File: config.mk
export PLATFORM = sky130hd
export DESIGN_NAME = fx_accum_stream
export DESIGN_NICKNAME = d
export VERILOG_FILES = /design/src/rtl/fx_accum_stream.sv
export SDC_FILE = /design/constraint.sdc
export NUM_CORES = 1
export LEC_CHECK = 0
export CAP_MARGIN = 20
export CORE_ASPECT_RATIO = 1.2
export CORE_MARGIN = 1
export CORE_UTILIZATION = 50
export DETAILED_ROUTE_END_ITERATION = 7
export PLACE_DENSITY_LB_ADDON = 0.08
export RECOVER_POWER = 50
export REMOVE_ABC_BUFFERS = 1
export SLEW_MARGIN = 0
export SYNTH_ARGS = -nofsm -noshare
export SYNTH_HDL_FRONTEND = slang
export SYNTH_SLANG_ARGS = --single-unit
File: constraint.sdc
create_clock -name clk -period 7.2 [get_ports clk]
set_input_delay 1.08 -clock clk [delete_from_list [all_inputs] [get_ports clk]]
set_output_delay 1.08 -clock clk [all_outputs]
set_load 0.005 [all_outputs]
File: src/rtl/fx_accum_stream.sv
// Streaming signed fixed-point batch accumulator: sums num_samples products into a
// guarded accumulator, then presents a WIDTH-bit saturated result with a valid/ready hold.
module fx_accum_stream #(
    parameter int WIDTH = 32,
    parameter int QFRAC = 16,
    parameter int GUARD = 8,
    parameter int CNT_W = 16
) (
    input  logic             clk,
    input  logic             rst,
    input  logic             start,
    input  logic [CNT_W-1:0] num_samples,
    input  logic             valid_in,
    input  logic [WIDTH-1:0] data_in,
    output logic             sum_valid,
    input  logic             sum_ready,
    output logic [WIDTH-1:0] sum_out,
    output logic             sat_flag,
    output logic             drop_err,
    output logic             busy
);

    localparam int AW = WIDTH + GUARD;

    localparam logic [AW-1:0]    ACC_MAX = {1'b0, {(AW-1){1'b1}}};
    localparam logic [AW-1:0]    ACC_MIN = {1'b1, {(AW-1){1'b0}}};
    localparam logic [WIDTH-1:0] OUT_MAX = {1'b0, {(WIDTH-1){1'b1}}};
    localparam logic [WIDTH-1:0] OUT_MIN = {1'b1, {(WIDTH-1){1'b0}}};
    localparam logic [CNT_W-1:0] CNT_ONE = {{(CNT_W-1){1'b0}}, 1'b1};

    // The binary point is only carried through; it must still lie inside the word.
    if (QFRAC < 0 || QFRAC >= WIDTH) begin : g_qfrac_out_of_range
        $error("fx_accum_stream: QFRAC must lie in [0, WIDTH-1]");
    end

    typedef enum logic [1:0] {IDLE, ACCUM, HOLD} state_t;

    state_t           state, state_next;
    logic [AW-1:0]    acc, acc_next;
    logic [CNT_W-1:0] cnt, cnt_next;
    logic [CNT_W-1:0] target, target_next;
    logic             sat_int, sat_int_next;
    logic [WIDTH-1:0] sum_next;
    logic             sat_flag_next;
    logic             drop_next;

    logic [AW:0]      add_wide;
    logic             add_ovf;
    logic [AW-1:0]    acc_sat;
    logic             out_fits;
    logic [WIDTH-1:0] out_val;

    // One extra bit on the add exposes overflow as a disagreement of the top two bits.
    assign add_wide = {acc[AW-1], acc} + {{(GUARD + 1){data_in[WIDTH-1]}}, data_in};
    assign add_ovf  = add_wide[AW] ^ add_wide[AW-1];
    assign acc_sat  = add_ovf ? (add_wide[AW] ? ACC_MIN : ACC_MAX) : add_wide[AW-1:0];
    assign out_fits = (acc_sat[AW-1:WIDTH-1] == '0) || (acc_sat[AW-1:WIDTH-1] == '1);
    assign out_val  = out_fits ? acc_sat[WIDTH-1:0] : (acc_sat[AW-1] ? OUT_MIN : OUT_MAX);

    assign sum_valid = (state == HOLD);
    assign busy      = (state != IDLE);

    always_comb begin
        state_next    = state;
        acc_next      = acc;
        cnt_next      = cnt;
        target_next   = target;
        sat_int_next  = sat_int;
        sum_next      = sum_out;
        sat_flag_next = sat_flag;
        drop_next     = drop_err;
        case (state)
            IDLE: begin
                if (valid_in) drop_next = 1'b1;
                if (start) begin
                    if (num_samples != '0) begin
                        state_next   = ACCUM;
                        acc_next     = '0;
                        cnt_next     = '0;
                        sat_int_next = 1'b0;
                        target_next  = num_samples;
                        drop_next    = valid_in;
                    end else begin
                        state_next    = HOLD;
                        sum_next      = '0;
                        sat_flag_next = 1'b0;
                    end
                end
            end
            ACCUM: begin
                if (valid_in && (cnt < target)) begin
                    acc_next     = acc_sat;
                    cnt_next     = cnt + CNT_ONE;
                    sat_int_next = sat_int | add_ovf;
                    // The result is latched on the same edge that takes the final sample.
                    if ((cnt + CNT_ONE) == target) begin
                        state_next    = HOLD;
                        sum_next      = out_val;
                        sat_flag_next = sat_int | add_ovf | ~out_fits;
                    end
                end
            end
            HOLD: begin
                if (valid_in) drop_next = 1'b1;
                if (sum_ready) state_next = IDLE;
            end
            default: state_next = IDLE;
        endcase
    end

    always_ff @(posedge clk) begin
        if (rst) begin
            state    <= IDLE;
            acc      <= '0;
            cnt      <= '0;
            target   <= '0;
            sat_int  <= 1'b0;
            sum_out  <= '0;
            sat_flag <= 1'b0;
            drop_err <= 1'b0;
        end else begin
            state    <= state_next;
            acc      <= acc_next;
            cnt      <= cnt_next;
            target   <= target_next;
            sat_int  <= sat_int_next;
            sum_out  <= sum_next;
            sat_flag <= sat_flag_next;
            drop_err <= drop_next;
        end
    end

endmodule

==> impl_results.md <==
- Global Route met2 Usage: 0.523
- Root buf cell: clkbuf_16
- Worst slew pin tran: 1.70 ns
- Clock share of power: 0.304
- End-of-flow core utilization: 0.593
- Clk pin slew, worst setup/hold paths: 0.07 ns
- DPL Wire Length: 16.8 mm
- # setup viols final: 0
- Initial antenna violation count: 0
- Layer with the highest usage: met2
- Top-Level Pins: 89
- Final min period: 6.08 ns
- Slowest-stage cell, CP: clkdlybuf4s50_1
- Grt met1 use: 0.339
- Setup repair bufs after CTS: 0
- Residual DRC count: 0
- Clock buffer depth: 2
- Rows: 49
- Reg power frac: 0.403
- Vias: 7668
- Synth warnings: 0
- Violation count after the first detailed-routing iteration: 512
- Port Buffers: 88
- Avg Cell Area, Syn: 7.87 um^2
- Switching share of power: 0.355
- Worst clock skew: 0.00929 ns
- #FFs+latches synth: 109
- Unique cell type count in the Yosys netlist: 83
- Post-synthesis sequential area ratio: 0.279
- Psw: 568 uW
- Gpl congestion: 0.987
- RSZ-0062 raised after global routing: no
- Reg2reg setup slack: 1.98 ns
- WL/cell: 18.8 um
- Commonest non-fill, non-tap cell in the layout: dfxtp_1
- Post_cts resized: 0
- CP Launch Type: input pin
- Setup WS pre-CTS: 0.830 ns
- Ant. Diodes: 0
- Total CTS buffers: 9
- DRT Wirelength: 23.5 mm
- Failing checks: capacitance limit, slew limit
- Num Clock Sinks: 109
- Die Width: 116 um
- Slew headroom: -0.134
- Comb pwr share: 0.293
- Setup TNS: 0 ns
- Crit-path max FO: 41
- Most frequent cells in the layout: dfxtp_1, a21oi_1, nand2_1
- ANT nets after route: 0
- Synth top area cells: dfxtp_1, ha_1, a21oi_1, nand2_1, a211o_1
- Mapped cell area: 7820 um^2
- Status: finished, violations left
- Reg-to-Reg Start: acc[1]
- Post-synth EDFFs: 0
- Ys async rst share: 0
- Congestion Overflow GR: 0
- Slack of the critical path: 1.12 ns
- Worst path max stage delay: 0.46 ns
- # hold bufs at CTS: 0
- Vias per cell: 6.14
- NumNets Final: 1152
- First-pass GRT wire length: 36.9 mm
- CORE AREA: 15100 um^2
- Dpl cells: 1232
- Die ar.: 16200 um^2
- Share of cells above drive strength 1: 0.0460
- Fmax achieved: 0.165 GHz
- Leakage Power: 3.96 nW
- RR Endpoint: sum_out[27]
- Final Hold Fails: 0
- Area Growth Syn to Fin: 14.7%
- Reg2reg path depth: 20
- WP data required: 7.51 ns
- Clock Latency Late Sink: 0.36 ns
- GRT Overall Usage: 0.295
- Peak supply drop: 0.118 mV
- Crit path kind: input pin to flop
- Hold Path Depth: 2
- Met3 GRT Util: 0.0533
- CTS tree: yes
- Main flop type after synthesis: dfxtp_1
- First drt pass iteration count: 5
- Crit. End Element: flop
- Gate Count Post-Synth: 994
- Largest net degree at the start of global routing: 78
- Period utilization: 0.844
- Final std cells w/o fill: 1248
- Worst hold start: acc[8]
- CP cell instances: clkdlybuf4s50_1, ha_1, a211oi_1, o21ai_1, o311ai_1, a21boi_1, o21ai_1, o31ai_4, a21o_1, a21o_1, xor2_1, ha_1, buf_4, nor2b_1, mux2i_1, o2111ai_1, and4b_1, nand3_2, a21oi_2, buf_12, a211o_1
- Synth area leader: dfxtp_1
- Hold Crit Class: flop to flop
- Die Ht: 139 um
- Max Slew Vio Count: 34
- Worst Path Arrival: 6.38 ns
- Max cap viols: 1
- Power Density: 178 nW/um^2
- Htree depth: 3
- Initial Utilization: 0.517
- Vias in the first global route: 7167
- Hold EP: acc[8]
- Post-synth top area share: 0.279
- Pint: 1.03 mW
## per-layer routing
metal  part of all wire  wire, um
met3              0.057      1350
met5                  0         0
met2               0.51     12000
met1               0.40      9340
met4              0.032       758
## cells in the mapped netlist, types with 3 or more instances
cell type and n:
buf_4 3, o21ai_0 58, or3_1 8, o21ai_1 10
a21o_1 22, inv_1 31, xnor2_1 30, clkbuf_1 40
a21oi_2 4, a22oi_1 22, nand2_1 99, o31ai_1 5
or4_1 3, and2_1 4, o21a_1 8, and4_1 5
nor2b_1 11, o211ai_1 13, buf_2 14, nand4b_1 3
and3_1 42, a21oi_1 104, o21bai_1 6, dfxtp_1 109
a31oi_1 4, nand2b_1 4, nor3_1 15, o21ai_2 3
buf_6 6, nand4_1 14, nor2_1 71, a211o_1 34
nor4_1 9, a211oi_1 11, a311oi_1 3, ha_1 59
nand3_1 28, xor2_1 18
## worst max-delay path by stage
stage	to	cells after the start	startpoint	slack, ns
3_3_place_gp	sum_out[8]	21	data_in[1]	0.92
4_1_cts	sum_out[0]	21	data_in[1]	1.19
2_1_floorplan	sum_out[18]	19	data_in[16]	1.07
3_5_place_dp	sum_out[28]	21	data_in[1]	0.83
6_report	sum_out[27]	21	data_in[1]	1.12
5_1_grt	sum_out[12]	21	data_in[1]	0.78
## area by class of cell
type / instances / area, um^2
clock buffer: 11 / 233
clock inverter: 5 / 42.5
fill: 1465 / 6170
inverter: 33 / 124
multi-input combinational: 787 / 5180
sequential: 109 / 2180
tap: 204 / 255
timing repair buffer: 99 / 963
## kinds of logic after synthesis
family                   share of synthesized area
AO/OA/AOI/OAI                                0.286
XOR/XNOR                                    0.0537
multiplexers                               0.00256
flip-flops                                   0.279
buffers and inverters                       0.0568
adder cells (fa/ha/maj)                     0.0969
AND/OR/NAND/NOR                              0.225
## critical path: cells and delay by family
kind | cells | cell delay, ns
xor gates and xnor gates | 1 | 0.15
and+or+nand+nor | 3 | 0.53
AOI/OAI and AO/OA | 11 | 2.62
adders and majority gates | 2 | 0.64
buffers and inverters | 3 | 1.11
muxes | 1 | 0.25
## sequential cells by signal (all words and copies together), names as in the netlist
name	flops
acc	40
sum_out	32
cnt	16
target	16
state	2
drop_err	1
sat_flag	1
sat_int	1
## power by group through the flow
stage               clock network [mW]  logic (mW)  registers [mW]
finish                           0.486       0.469           0.644
global route                     0.520       0.512           0.647
CTS                              0.493       0.471           0.644
detailed placement                   0       0.468           0.658
global placement                     0       0.469           0.658
floorplan                            0       0.302           0.653
## metrics by stage
| stage | total power [mW] | hold WS [ns] | area [um^2] |
|---|---|---|---|
| 6_report | 1.60 | 0.457 | 8980 |
| 5_1_grt | 1.68 | 0.483 | 8980 |
| 4_1_cts | 1.61 | 0.459 | 9010 |
| 3_5_place_dp | 1.13 | 0.450 | 8740 |
| 3_3_place_gp | 1.13 | 0.443 | 8740 |
| 2_1_floorplan | 0.955 | 0.430 | 7500 |
No activity file was read; power rests on OpenSTA's default activity.
